===== src/rtl/conv_host_sequencer_pkg.sv =====
// Shared types and helpers for the convolutor host sequencer.
// Holds the FSM state encoding and the size legality / Z length helpers.
package conv_host_pkg;

  typedef enum logic [3:0] {
    IDLE,
    LOAD_X,
    LOAD_Y,
    START,
    WAIT_DONE,
    RELEASE,
    READ_REQ,
    READ_WAIT,
    SEND,
    FINISH
  } host_state_t;

  // An operand length is legal when it is 1 .. 2**addr_w inclusive.
  function automatic logic size_legal(input int unsigned size, input int unsigned addr_w);
    return (size != 0) && (size <= (32'd1 << addr_w));
  endfunction

  // Full linear convolution length; callers size the result to Z_ADDR_W+1 bits.
  function automatic int unsigned z_len(input int unsigned size_x, input int unsigned size_y);
    return size_x + size_y - 1;
  endfunction

endpackage


===== src/rtl/conv_host_sequencer_if.sv =====
// Bus bundle of the host sequencer: command, sample stream, operand memory,
// convolutor control, Z read port, result stream, status and debug state.
interface conv_host_sequencer_if
  import conv_host_pkg::*;
#(
  parameter int DATA_W   = 8,
  parameter int ADDR_W   = 5,
  parameter int Z_ADDR_W = 6,
  parameter int Z_W      = 16
);

  // Every valid/ready pair transfers exactly on a clock edge where both are
  // high; a source holds valid and its payload stable until that edge.
  logic                cmd_valid_i;
  logic                cmd_ready_o;
  logic [ADDR_W:0]     cmd_size_x_i;
  logic [ADDR_W:0]     cmd_size_y_i;
  logic                s_valid_i;
  logic                s_ready_o;
  logic [DATA_W-1:0]   s_data_i;
  logic                mem_we_o;
  logic                mem_sel_o;
  logic [ADDR_W-1:0]   mem_addr_o;
  logic [DATA_W-1:0]   mem_wdata_o;
  logic [ADDR_W:0]     conv_size_x_o;
  logic [ADDR_W:0]     conv_size_y_o;
  logic                conv_start_o;
  logic                conv_done_i;
  logic                z_rd_o;
  logic [Z_ADDR_W-1:0] z_addr_o;
  logic [Z_W-1:0]      z_rdata_i;
  logic                m_valid_o;
  logic                m_ready_i;
  logic [Z_W-1:0]      m_data_o;
  logic                m_last_o;
  logic                job_done_o;
  logic                err_size_o;
  logic                err_timeout_o;
  host_state_t         dbg_state;

  modport master (
    input  cmd_valid_i, cmd_size_x_i, cmd_size_y_i, s_valid_i, s_data_i,
           conv_done_i, z_rdata_i, m_ready_i,
    output cmd_ready_o, s_ready_o, mem_we_o, mem_sel_o, mem_addr_o, mem_wdata_o,
           conv_size_x_o, conv_size_y_o, conv_start_o, z_rd_o, z_addr_o,
           m_valid_o, m_data_o, m_last_o, job_done_o, err_size_o, err_timeout_o,
           dbg_state
  );

  modport slave (
    output cmd_valid_i, cmd_size_x_i, cmd_size_y_i, s_valid_i, s_data_i,
           conv_done_i, z_rdata_i, m_ready_i,
    input  cmd_ready_o, s_ready_o, mem_we_o, mem_sel_o, mem_addr_o, mem_wdata_o,
           conv_size_x_o, conv_size_y_o, conv_start_o, z_rd_o, z_addr_o,
           m_valid_o, m_data_o, m_last_o, job_done_o, err_size_o, err_timeout_o,
           dbg_state
  );

endinterface


===== src/rtl/conv_host_sequencer_timeout.sv =====
// Watchdog counter for the WAIT_DONE state: cleared on entry, counts while
// enabled, flags the last allowed cycle. LIMIT of 0 never expires.
module conv_host_timeout #(
  parameter int LIMIT = 4096
) (
  input  logic clk,
  input  logic rst_n,
  input  logic clr,
  input  logic en,
  output logic expire
);

  localparam int CNT_W = (LIMIT > 1) ? $clog2(LIMIT) : 1;

  logic [CNT_W-1:0] cnt_q;

  always_ff @(posedge clk or negedge rst_n) begin
    if (!rst_n) begin
      cnt_q <= '0;
    end else if (clr) begin
      cnt_q <= '0;
    end else if (en) begin
      cnt_q <= cnt_q + 1'b1;
    end
  end

  assign expire = (LIMIT != 0) && en && (cnt_q == CNT_W'(LIMIT - 1));

endmodule


===== src/rtl/conv_host_sequencer.sv =====
// Host-side sequencer for the convolutor: loads X/Y operands, runs the
// start/busy/done handshake with a watchdog, then streams Z results out.
module conv_host_sequencer
  import conv_host_pkg::*;
#(
  parameter int DATA_W         = 8,
  parameter int ADDR_W         = 5,
  parameter int Z_ADDR_W       = 6,
  parameter int Z_W            = 16,
  parameter int TIMEOUT_CYCLES = 4096
) (
  input logic                 clk,
  input logic                 rst_n,
  conv_host_sequencer_if.master bus
);

  localparam logic [ADDR_W:0]   ONE_S = 1;
  localparam logic [Z_ADDR_W:0] ONE_Z = 1;

  host_state_t state, state_n;

  logic [ADDR_W:0]     size_x_q, size_y_q;
  logic [ADDR_W-1:0]   cnt_q;
  logic [Z_ADDR_W:0]   zlen_q;
  logic [Z_ADDR_W-1:0] zaddr_q;
  logic                we_q, sel_q;
  logic [ADDR_W-1:0]   waddr_q;
  logic [DATA_W-1:0]   wdata_q;
  logic [Z_W-1:0]      mdata_q;
  logic                mlast_q;
  logic                err_size_q, err_to_q;
  logic                to_expire;

  logic            cmd_ok;
  logic [ADDR_W:0] cur_size;
  logic            load_last;
  logic            z_last;

  assign cmd_ok = size_legal(32'(bus.cmd_size_x_i), ADDR_W) &&
                  size_legal(32'(bus.cmd_size_y_i), ADDR_W);
  assign cur_size  = (state == LOAD_Y) ? size_y_q : size_x_q;
  assign load_last = ({1'b0, cnt_q} == (cur_size - ONE_S));
  assign z_last    = ({1'b0, zaddr_q} == (zlen_q - ONE_Z));

  conv_host_timeout #(
    .LIMIT (TIMEOUT_CYCLES)
  ) u_timeout (
    .clk    (clk),
    .rst_n  (rst_n),
    .clr    (state == START),
    .en     (state == WAIT_DONE),
    .expire (to_expire)
  );

  always_ff @(posedge clk or negedge rst_n) begin
    if (!rst_n) state <= IDLE;
    else        state <= state_n;
  end

  always_comb begin
    state_n = state;
    case (state)
      IDLE:      if (bus.cmd_valid_i && cmd_ok) state_n = LOAD_X;
      LOAD_X:    if (bus.s_valid_i && load_last) state_n = LOAD_Y;
      LOAD_Y:    if (bus.s_valid_i && load_last) state_n = START;
      START:     state_n = WAIT_DONE;
      // Done has priority over an expiring watchdog in the same cycle.
      WAIT_DONE: begin
        if (bus.conv_done_i)  state_n = RELEASE;
        else if (to_expire)   state_n = IDLE;
      end
      RELEASE:   state_n = READ_REQ;
      READ_REQ:  state_n = READ_WAIT;
      READ_WAIT: state_n = SEND;
      SEND:      if (bus.m_ready_i) state_n = mlast_q ? FINISH : READ_REQ;
      FINISH:    state_n = IDLE;
      default:   state_n = IDLE;
    endcase
  end

  always_ff @(posedge clk or negedge rst_n) begin
    if (!rst_n) begin
      size_x_q   <= '0;
      size_y_q   <= '0;
      cnt_q      <= '0;
      zlen_q     <= '0;
      zaddr_q    <= '0;
      we_q       <= 1'b0;
      sel_q      <= 1'b0;
      waddr_q    <= '0;
      wdata_q    <= '0;
      mdata_q    <= '0;
      mlast_q    <= 1'b0;
      err_size_q <= 1'b0;
      err_to_q   <= 1'b0;
    end else begin
      we_q       <= 1'b0;
      err_size_q <= 1'b0;
      err_to_q   <= 1'b0;
      case (state)
        IDLE: begin
          if (bus.cmd_valid_i) begin
            size_x_q   <= bus.cmd_size_x_i;
            size_y_q   <= bus.cmd_size_y_i;
            zlen_q     <= (Z_ADDR_W+1)'(z_len(32'(bus.cmd_size_x_i), 32'(bus.cmd_size_y_i)));
            cnt_q      <= '0;
            err_size_q <= !cmd_ok;
          end
        end
        LOAD_X, LOAD_Y: begin
          if (bus.s_valid_i) begin
            we_q    <= 1'b1;
            sel_q   <= (state == LOAD_Y);
            waddr_q <= cnt_q;
            wdata_q <= bus.s_data_i;
            cnt_q   <= load_last ? '0 : cnt_q + 1'b1;
          end
        end
        WAIT_DONE: begin
          if (!bus.conv_done_i && to_expire) err_to_q <= 1'b1;
        end
        RELEASE: zaddr_q <= '0;
        READ_WAIT: begin
          mdata_q <= bus.z_rdata_i;
          mlast_q <= z_last;
        end
        SEND: begin
          if (bus.m_ready_i && !mlast_q) zaddr_q <= zaddr_q + 1'b1;
        end
        default: ;
      endcase
    end
  end

  assign bus.cmd_ready_o   = (state == IDLE);
  assign bus.s_ready_o     = (state == LOAD_X) || (state == LOAD_Y);
  assign bus.mem_we_o      = we_q;
  assign bus.mem_sel_o     = sel_q;
  assign bus.mem_addr_o    = waddr_q;
  assign bus.mem_wdata_o   = wdata_q;
  assign bus.conv_size_x_o = size_x_q;
  assign bus.conv_size_y_o = size_y_q;
  assign bus.conv_start_o  = (state == WAIT_DONE);
  assign bus.z_rd_o        = (state == READ_REQ);
  assign bus.z_addr_o      = zaddr_q;
  assign bus.m_valid_o     = (state == SEND);
  assign bus.m_data_o      = mdata_q;
  assign bus.m_last_o      = mlast_q;
  assign bus.job_done_o    = (state == FINISH);
  assign bus.err_size_o    = err_size_q;
  assign bus.err_timeout_o = err_to_q;
  assign bus.dbg_state     = state;

endmodule


===== src/flat_wrapper.sv =====
// flat-port wrapper written by rule: the top's interface ports become plain ports
module conv_host_sequencer_flat import conv_host_pkg::*;
#(
  parameter int DATA_W         = 8,
  parameter int ADDR_W         = 5,
  parameter int Z_ADDR_W       = 6,
  parameter int Z_W            = 16,
  parameter int TIMEOUT_CYCLES = 4096
)
  (clk, rst_n, bus_cmd_valid_i, bus_cmd_size_x_i, bus_cmd_size_y_i, bus_s_valid_i, bus_s_data_i, bus_conv_done_i, bus_z_rdata_i, bus_m_ready_i, bus_cmd_ready_o, bus_s_ready_o, bus_mem_we_o, bus_mem_sel_o, bus_mem_addr_o, bus_mem_wdata_o, bus_conv_size_x_o, bus_conv_size_y_o, bus_conv_start_o, bus_z_rd_o, bus_z_addr_o, bus_m_valid_o, bus_m_data_o, bus_m_last_o, bus_job_done_o, bus_err_size_o, bus_err_timeout_o, bus_dbg_state);
  conv_host_sequencer_if #(.DATA_W(DATA_W), .ADDR_W(ADDR_W), .Z_ADDR_W(Z_ADDR_W), .Z_W(Z_W)) bus_i ();
  input logic clk;
  input logic rst_n;
  input wire logic [$bits(bus_i.cmd_valid_i)-1:0] bus_cmd_valid_i;
  input wire logic [$bits(bus_i.cmd_size_x_i)-1:0] bus_cmd_size_x_i;
  input wire logic [$bits(bus_i.cmd_size_y_i)-1:0] bus_cmd_size_y_i;
  input wire logic [$bits(bus_i.s_valid_i)-1:0] bus_s_valid_i;
  input wire logic [$bits(bus_i.s_data_i)-1:0] bus_s_data_i;
  input wire logic [$bits(bus_i.conv_done_i)-1:0] bus_conv_done_i;
  input wire logic [$bits(bus_i.z_rdata_i)-1:0] bus_z_rdata_i;
  input wire logic [$bits(bus_i.m_ready_i)-1:0] bus_m_ready_i;
  output wire logic [$bits(bus_i.cmd_ready_o)-1:0] bus_cmd_ready_o;
  output wire logic [$bits(bus_i.s_ready_o)-1:0] bus_s_ready_o;
  output wire logic [$bits(bus_i.mem_we_o)-1:0] bus_mem_we_o;
  output wire logic [$bits(bus_i.mem_sel_o)-1:0] bus_mem_sel_o;
  output wire logic [$bits(bus_i.mem_addr_o)-1:0] bus_mem_addr_o;
  output wire logic [$bits(bus_i.mem_wdata_o)-1:0] bus_mem_wdata_o;
  output wire logic [$bits(bus_i.conv_size_x_o)-1:0] bus_conv_size_x_o;
  output wire logic [$bits(bus_i.conv_size_y_o)-1:0] bus_conv_size_y_o;
  output wire logic [$bits(bus_i.conv_start_o)-1:0] bus_conv_start_o;
  output wire logic [$bits(bus_i.z_rd_o)-1:0] bus_z_rd_o;
  output wire logic [$bits(bus_i.z_addr_o)-1:0] bus_z_addr_o;
  output wire logic [$bits(bus_i.m_valid_o)-1:0] bus_m_valid_o;
  output wire logic [$bits(bus_i.m_data_o)-1:0] bus_m_data_o;
  output wire logic [$bits(bus_i.m_last_o)-1:0] bus_m_last_o;
  output wire logic [$bits(bus_i.job_done_o)-1:0] bus_job_done_o;
  output wire logic [$bits(bus_i.err_size_o)-1:0] bus_err_size_o;
  output wire logic [$bits(bus_i.err_timeout_o)-1:0] bus_err_timeout_o;
  output wire logic [$bits(bus_i.dbg_state)-1:0] bus_dbg_state;
  assign bus_i.cmd_valid_i = bus_cmd_valid_i;
  assign bus_i.cmd_size_x_i = bus_cmd_size_x_i;
  assign bus_i.cmd_size_y_i = bus_cmd_size_y_i;
  assign bus_i.s_valid_i = bus_s_valid_i;
  assign bus_i.s_data_i = bus_s_data_i;
  assign bus_i.conv_done_i = bus_conv_done_i;
  assign bus_i.z_rdata_i = bus_z_rdata_i;
  assign bus_i.m_ready_i = bus_m_ready_i;
  assign bus_cmd_ready_o = bus_i.cmd_ready_o;
  assign bus_s_ready_o = bus_i.s_ready_o;
  assign bus_mem_we_o = bus_i.mem_we_o;
  assign bus_mem_sel_o = bus_i.mem_sel_o;
  assign bus_mem_addr_o = bus_i.mem_addr_o;
  assign bus_mem_wdata_o = bus_i.mem_wdata_o;
  assign bus_conv_size_x_o = bus_i.conv_size_x_o;
  assign bus_conv_size_y_o = bus_i.conv_size_y_o;
  assign bus_conv_start_o = bus_i.conv_start_o;
  assign bus_z_rd_o = bus_i.z_rd_o;
  assign bus_z_addr_o = bus_i.z_addr_o;
  assign bus_m_valid_o = bus_i.m_valid_o;
  assign bus_m_data_o = bus_i.m_data_o;
  assign bus_m_last_o = bus_i.m_last_o;
  assign bus_job_done_o = bus_i.job_done_o;
  assign bus_err_size_o = bus_i.err_size_o;
  assign bus_err_timeout_o = bus_i.err_timeout_o;
  assign bus_dbg_state = bus_i.dbg_state;
  conv_host_sequencer #(.DATA_W(DATA_W), .ADDR_W(ADDR_W), .Z_ADDR_W(Z_ADDR_W), .Z_W(Z_W), .TIMEOUT_CYCLES(TIMEOUT_CYCLES)) u_core (.clk(clk), .rst_n(rst_n), .bus(bus_i));
endmodule

===== config.mk =====
export PLATFORM = sky130hd
export DESIGN_NAME = conv_host_sequencer_flat
export DESIGN_NICKNAME = d
export VERILOG_FILES = /design/src/rtl/conv_host_sequencer_pkg.sv /design/src/rtl/conv_host_sequencer_if.sv /design/src/rtl/conv_host_sequencer_timeout.sv /design/src/rtl/conv_host_sequencer.sv /design/src/flat_wrapper.sv
export SDC_FILE = /design/constraint.sdc
export NUM_CORES = 1
export LEC_CHECK = 0
export ABC_CLOCK_PERIOD_IN_PS = 6590
export CORE_AREA = 2 2 102 104
export CTS_CLUSTER_SIZE = 24
export DETAILED_ROUTE_END_ITERATION = 10
export DIE_AREA = 0 0 104 106
export DONT_BUFFER_PORTS = 1
export GPL_TIMING_DRIVEN = 0
export PLACE_DENSITY = 0.57
export SLEW_MARGIN = 20
export SYNTH_ARGS = -nofsm -noshare
export SYNTH_HDL_FRONTEND = slang
export SYNTH_SLANG_ARGS = --single-unit
export TNS_END_PERCENT = 30

===== constraint.sdc =====
create_clock -name clk -period 6.59 [get_ports clk]
set_clock_uncertainty 0.15 [all_clocks]
set_input_delay 0 -clock clk [delete_from_list [all_inputs] [get_ports clk]]
set_output_delay 0 -clock clk [all_outputs]
set_load 0.05 [all_outputs]

==> results of run 1 <==
-- cell type report --
type / count / area, sq um
Inverter: 34 / 128
Tap cell: 136 / 170
Buffer: 16 / 75.1
Timing Repair Buffer: 51 / 510
Clock buffer: 9 / 124
Fill cell: 954 / 4840
Multi-Input combinational cell: 294 / 2070
Clock inverter: 7 / 77.6
Sequential cell: 80 / 2000
-- routing by layer --
layer / up-vias / share of wire, %
met2: 57 / 52
met1: 1611 / 42
met4: 0 / 2.2
met5: - / 0
met3: 17 / 4.1
li1: 1557 / -
-- flip-flops by register name, indices dropped and copies added (netlist names) --
register / flops
u_core.bus.err_timeout_o: 1
u_core.bus.z_addr_o: 6
u_core.bus.conv_size_x_o: 6
u_core.bus.mem_wdata_o: 8
u_core.bus.mem_sel_o: 1
u_core.bus.dbg_state: 4
u_core.bus.mem_we_o: 1
u_core.bus.err_size_o: 1
u_core.bus.conv_size_y_o: 6
u_core.bus.mem_addr_o: 5
u_core.bus.m_data_o: 16
u_core.zlen_q: 7
u_core.u_timeout.cnt_q: 12
u_core.cnt_q: 5
u_core.bus.m_last_o: 1
-- final timing paths --
check	endpoint	from	cells past startpoint
hold reg to reg	u_core.u_timeout.cnt_q[10]	u_core.u_timeout.cnt_q[10]	2
setup / recovery	u_core.bus.dbg_state[1]	u_core.bus.dbg_state[1]	8
setup reg to reg	u_core.bus.dbg_state[1]	u_core.bus.dbg_state[1]	8
hold / removal	u_core.bus.mem_addr_o[4]	rst_n	2
min in group clk	u_core.bus.m_data_o[11]	bus_z_rdata_i[11]	2
max in group asynchronous	u_core.bus.mem_sel_o	rst_n	2
-- logic make-up after synthesis --
logic type               after synthesis  share of synthesized area, %
AND/OR/NAND/NOR                      139                          15.6
flip-flops                            80                          47.0
AO/OA/AOI/OAI                         65                          10.4
buffers and inverters                 50                          4.76
multiplexers                          38                          9.93
XOR/XNOR                              35                          7.20
adder cells (fa/ha/maj)               17                          5.17
-- layout by cell type, fill, tap and decap left out, types with 3 or more instances in the layout --
| master | synthesis | layout |
|---|---|---|
| o21ai_0 | 29 | 29 |
| mux2i_1 | 7 | 7 |
| clkbuf_8 | 0 | 9 |
| xnor2_1 | 11 | 11 |
| and3_1 | 8 | 8 |
| nand3_1 | 14 | 14 |
| nor2b_1 | 4 | 4 |
| a21oi_1 | 6 | 6 |
| clkbuf_1 | 13 | 13 |
| ha_1 | 16 | 16 |
| o31ai_1 | 3 | 3 |
| inv_6 | 0 | 3 |
| nand2b_1 | 9 | 9 |
| buf_1 | 1 | 3 |
| mux2_2 | 30 | 30 |
| dfrtp_1 | 80 | 80 |
| dlygate4sd3_1 | 0 | 46 |
| nand3b_1 | 3 | 3 |
| nor2_1 | 40 | 40 |
| xor2_1 | 24 | 24 |
| nand2_1 | 42 | 42 |
| nor3_1 | 9 | 8 |
| a21o_1 | 5 | 5 |
| inv_1 | 34 | 34 |
-- power by group --
part / internal (mW) / switching, mW
combinational: 0.396 / 0.463
sequential: 0.653 / 0.680
clock: 0.179 / 0.196
-- through the flow --
step | setup slack, ns | util (%) | hold slack [ns] | total power, mW
floorplan | 2.89 | - | -0.446 | 1.94
global placement | 2.20 | 44.3 | -0.443 | 2.10
detailed placement | 2.86 | 44.7 | -0.443 | 2.14
CTS | 2.83 | 51.6 | 0.0852 | 2.58
global route | 2.63 | 51.6 | 0.0939 | 2.73
finish | 2.82 | 51.6 | 0.0666 | 2.57
==> results.ini, run 1 <==
[placement]
portBuffers = 0
dpl_cell_area_sq_um = 4470
dp.final_hpwl_mm = 6.90
dp_cells = 564
gp_congestion = 0.834

[clock_network]
htreeDepth = 3
cts_setup_buffers = 0
cts-root-buf = clkbuf_8
cts_hold_buf = 47
tritoncts = yes
path_clk_slew_ns = 0.08
clock-sinks = 80
cts_made_buffers = 9
cts_resized = 0
clock_latency_ns = 0.37
cts_buffer_depth = 2

[detailed_routing]
ant_nets = 0
wl_per_cell_um = 16.0
vias_per_cell = 5.17
drcViolationCount = 0
drt-pass1-iter-count = 4
wirelength_mm = 10.0
dr.first_iter.drc_count = 84
vias = 3242

[sta]
finalMaxSlewViolations = 0
tightest_slew_ns = 0.944
fin_setup_tns_ns = 0
period_share_pct = 57.2
rsz0062_at_grt = false
slew_headroom_pct = 36.8
max_clock_freq_mhz = 265
setup_viol = 0
hold_violations = 0
finalCriticalPeriod_ns = 3.77

[die]
start_util_pct = 42.6
rows = 37
dieArea_sq_um = 11000
coreArea_sq_um = 10000
ioPinCount = 104
die_y_um = 106
die_w_um = 104

[synthesis]
yosys-top-cells-area = dfrtp_1 47%, mux2_2 7.9%, xor2_1 4.9%
synth_common_cells = 80 x dfrtp_1, 42 x nand2_1, 40 x nor2_1
ys_types = 48
synth_cells = 424
async_reset_ff_share_pct = 100
synth_flop_cell = dfrtp_1
synth_edf_count = 0
ys_seq_area_share_pct = 47.0
yosys.area.top_type = dfrtp_1
syn-num-nets = 483
avgSynthCellArea_sq_um = 10.0
ys_ff_latch = 80
synth_top_area_share_pct = 47.0
synth_most_common_cell = dfrtp_1
post_synth_instance_area_sq_um = 4260
yosysWarnings = 0

[global_route]
overflow = 0
grt_use_total_pct = 19.3
groute.layer.met2.usage_pct = 32.8
met3_usage_pct = 4.97
grt_pass1_vias = 3306
grt.busiest_layer = met2
antenna_found_initial = 0
grt_pass1_wl_mm = 16.8
grt_max_degree = 81
grtUsageMet1_pct = 23.2

[critical_path]
cp_slowest_cell = dfrtp_1
endpoint_kind = register
worstPathArrival_ns = 3.87
path_class = register to register
path_delay_family = compound AO/OA/AOI/OAI gates
worst-path-buf-inv = 0
required_ns = 6.69
critPathMaxStageDelay_ns = 0.81
crit_chain = nor4b_4 -> mux2i_1 -> ha_1 -> xor2_1 -> o211a_1 -> a41oi_4 -> a2111o_1 -> mux2_4
worst-r2r-setup-slack_ns = 2.82
worstSetupStartpointType = register
cp_max_fo = 9

[final_layout]
num_antenna_cells = 0
layout-drive-gt1-share_pct = 12.0
fin_cells = 627
layout.nets = 545
final_area_sq_um = 5160
area_delta_synth_final_pct = 21.1

[outcome]
status = finished, final reports clean

[power]
p_per_area_nw_per_um2 = 498
leakage_nw = 2.42
peakVddDrop_mv = 0.191

[flow_run]
drv_cap = 0

[min_path]
hold_path.class = input pin to async pin

(Power assumes the default switching activity.)
==> run 2: changes to the inputs <==
--- a/config.mk
+++ b/config.mk
@@ -5,14 +5,15 @@
 export SDC_FILE = /design/constraint.sdc
 export NUM_CORES = 1
 export LEC_CHECK = 0
-export ABC_CLOCK_PERIOD_IN_PS = 6590
-export CORE_AREA = 2 2 102 104
+export ABC_AREA = 1
+export ABC_CLOCK_PERIOD_IN_PS = 3900
+export CORE_AREA = 2 2 103 105
 export CTS_CLUSTER_SIZE = 24
 export DETAILED_ROUTE_END_ITERATION = 10
-export DIE_AREA = 0 0 104 106
+export DIE_AREA = 0 0 105 107
 export DONT_BUFFER_PORTS = 1
 export GPL_TIMING_DRIVEN = 0
-export PLACE_DENSITY = 0.57
+export PLACE_DENSITY = 0.56
 export SLEW_MARGIN = 20
 export SYNTH_ARGS = -nofsm -noshare
 export SYNTH_HDL_FRONTEND = slang
==> constraint.sdc (replaced) <==
create_clock -name clk -period 3.9 [get_ports clk]
set_clock_uncertainty 0.15 [all_clocks]
set_input_delay 0 -clock clk [delete_from_list [all_inputs] [get_ports clk]]
set_output_delay 0 -clock clk [all_outputs]
set_load 0.05 [all_outputs]
==> run 2 against run 1 <==
- setup slack worse by 2.5 ns
- die area is 1.9% higher
- combinational power is 65% higher
- sequential share of layout area is 0.48 points lower
- cell area is 1.3% higher
- global-route usage is 0.74 points higher
- register-to-register slack worse by 2.5 ns
- critical path type unchanged
- critical endpoint unchanged
- hold slack worse by 0.057 ns
- cell count is 19% higher
- clock power is 71% higher
==> results.ini, run 2 <==
[sta]
setup_slack_ns = 0.337  ; -2.48 ns
rsz0062_at_grt = false
finalMaxSlewViolations = 0  ; unchanged
hold_violations = 0  ; unchanged
setup_viol = 0  ; unchanged
max_clock_freq_mhz = 281  ; +5.8%
tightest_slew_ns = 0.955  ; +0.0108 ns
finalCriticalPeriod_ns = 3.56  ; -0.205 ns
hold_ws_ns = 0.00981  ; -0.0568 ns
slew_headroom_pct = 36.1  ; -0.73 points
fin_setup_tns_ns = 0  ; unchanged
period_share_pct = 91.4  ; +34 points

[placement]
dp_slack_ns = 0.833  ; -2.02 ns
dp.final_hpwl_mm = 7.63  ; +11%
portBuffers = 0  ; unchanged
gp_congestion = 0.838  ; +0.56%

[final_layout]
fin_util_pct = 51.7  ; +0.17 points
multi_input_area_sq_um = 2000  ; -3.3%
register_area_sq_um = 2000  ; unchanged
layout_common_cells = 178 x nand2_1, 80 x dfrtp_1, 68 x inv_1
largest_reg_flops = 16  ; unchanged
area_delta_synth_final_pct = 21.0  ; about the same
layout.nets = 666  ; +22%
n_fill_cell = 1014  ; +6.3%
final_common_cell = nand2_1
num_antenna_cells = 0  ; unchanged
layout-drive-gt1-share_pct = 7.35  ; -4.7 points

[critical_path]
path_class = register to register
required_ns = 4.01  ; -2.68 ns
r2r-start = u_core.bus.dbg_state[2]
worstSetupStartpointType = register
worstPathArrival_ns = 3.67  ; -0.20 ns
rr_worst_depth = 10  ; +2
endpoint_kind = register
worst-r2r-setup-slack_ns = 0.34  ; -2.48 ns
cp_max_fo = 8  ; -1
r2r_end = u_core.bus.dbg_state[1]

[detailed_routing]
drt-pass1-iter-count = 4  ; unchanged
dr.first_iter.drc_count = 213  ; +150%
ant_nets = 0  ; unchanged
wirelength_mm = 10.7  ; +6.3%
vias = 3676  ; +13%
wl_per_cell_um = 14.2  ; -11%
vias_per_cell = 4.91  ; -5.0%
drcViolationCount = 0  ; unchanged

[synthesis]
post_synth_instance_area_sq_um = 4320  ; +1.3%
yosysWarnings = 0  ; unchanged
ys_ff_latch = 80  ; unchanged
syn-num-nets = 604  ; +25%
synth_most_common_cell = nand2_1
yosys-top-cells-area = dfrtp_1 46%, nand2_1 15%, inv_1 5.9%
synth_flop_cell = dfrtp_1
yosys.area.top_type = dfrtp_1
synth_common_cells = 178 x nand2_1, 80 x dfrtp_1, 68 x inv_1
synth_cells = 545  ; +29%
ys_types = 37  ; -23%
synth_edf_count = 0  ; unchanged
ys_seq_area_share_pct = 46.4  ; -0.60 points
async_reset_ff_share_pct = 100  ; unchanged
avgSynthCellArea_sq_um = 7.92  ; -21%
synth_top_area_share_pct = 46.4  ; -0.60 points

[clock_network]
cts_made_buffers = 9  ; unchanged
clock-sinks = 80  ; unchanged
cts_buffer_depth = 2  ; unchanged
tritoncts = yes
path_clk_slew_ns = 0.09  ; about the same
cts_setup_buffers = 0  ; unchanged
cts_hold_buf = 51  ; +8.5%
htreeDepth = 3  ; unchanged
cts_resized = 0  ; unchanged
cts-root-buf = clkbuf_8
clock_latency_ns = 0.36  ; about the same

[power]
pwr-share-clk_pct = 15.4  ; +0.8 points
power.net_switching_mw = 2.28  ; +70%
p_per_area_nw_per_um2 = 798  ; +60%
seqPwrFrac_pct = 50.6  ; -1.3 points
switching_share_pct = 54.7  ; +2.5 points
p_int_mw = 1.89  ; +54%
p_comb_share_pct = 34.0  ; +0.5 points
finalPower_mw = 4.17  ; +62%
leakage_nw = 2.56  ; +5.6%
peakVddDrop_mv = 0.343  ; +79%

[global_route]
grt_max_degree = 81  ; unchanged
grt_use_total_pct = 20.0  ; +0.74 points
grt_pass1_wl_mm = 17.9  ; +6.8%
overflow = 0  ; unchanged
antenna_found_initial = 0  ; unchanged
grt_pass1_vias = 3731  ; +13%

[die]
rows = 37  ; unchanged
ioPinCount = 104  ; unchanged
dieArea_sq_um = 11200  ; +1.9%
coreArea_sq_um = 10100  ; +0.93%
start_util_pct = 42.8  ; +0.15 points
die_w_um = 105  ; +0.96%
die_y_um = 107  ; +0.94%

[min_path]
hold_end = u_core.zlen_q[2]
min_path_cells = 4
worstHoldStart = bus_cmd_size_x_i[2]
hold_path.class = input pin to register

[outcome]
status = finished, final reports clean

[flow_run]
drv_cap = 0  ; unchanged

-- run 2: power by group through the flow --
stage,Combinational [mW],Sequential [mW],Clock (mW)
after global routing,1.63,2.15,0.693
after detailed placement,1.33,2.13,0
after floorplan,1.08,2.05,0
final,1.42,2.11,0.641
after CTS,1.43,2.11,0.663
after global placement,1.31,2.12,0
-- run 2: cell type report --
class | count | area share, %
flip-flops and latches | 80 | 38.3
multi-input cells | 383 | 38.3
repair buffers | 51 | 10.1
inverters | 74 | 5.32
well taps | 136 | 3.26
clock buffers | 9 | 2.37
clock inverters | 7 | 1.53
plain buffers | 8 | 0.743
-- run 2: stage by stage --
stage | area [sq um] | cells
after floorplan | 4320 | 545
after global placement | 4490 | 681
after detailed placement | 4490 | 681
after CTS | 5220 | 748
after global routing | 5220 | 748
final | 5220 | 748
-- run 2: worst max path at each step --
stage / slack (ns) / start / end
after floorplan: 1.19 / u_core.bus.dbg_state[2] / u_core.u_timeout.cnt_q[10]
after global placement: 0.87 / u_core.bus.dbg_state[2] / u_core.u_timeout.cnt_q[10]
after detailed placement: 0.83 / u_core.bus.dbg_state[2] / u_core.u_timeout.cnt_q[10]
after CTS: 0.35 / u_core.bus.dbg_state[2] / u_core.bus.dbg_state[1]
after global routing: 0.11 / u_core.bus.dbg_state[2] / u_core.bus.dbg_state[1]
final: 0.34 / u_core.bus.dbg_state[2] / u_core.bus.dbg_state[1]
-- run 2: kinds of logic (layout without fill, tap and decap cells) --
family                   count (synthesis)  count (layout)  synth area share, %
AND/OR/NAND/NOR                        286             286                 29.4
XOR/XNOR                                20              20                 4.06
AO/OA/AOI/OAI                           60              60                 7.74
buffers and inverters                   82             149                 7.34
flip-flops                              80              80                 46.4
adder cells (fa/ha/maj)                 17              17                 5.10
-- run 2: worst max-delay path: stages, from the launching register on --
cell	delay, ns
dfrtp_1	0.83
nand2_1	0.26
nor2_2	0.69
inv_1	0.33
nor2_1	0.16
nand2_1	0.11
nand3_1	0.08
a21oi_1	0.04
dlygate4sd3_1	0.63
nand3_1	0.11
nand2_1	0.06
-- run 2: metal layers --
layer | global-route usage, % | vias up | part of all wire (%) | routed length [um]
met5 | 0 | - | 0 | 0
met2 | 34.2 | 87 | 48 | 5140
met3 | 5.78 | 14 | 5.9 | 624
met1 | 24.4 | 1722 | 44 | 4710
met4 | 6.76 | 0 | 1.7 | 178
li1 | - | 1853 | - | -
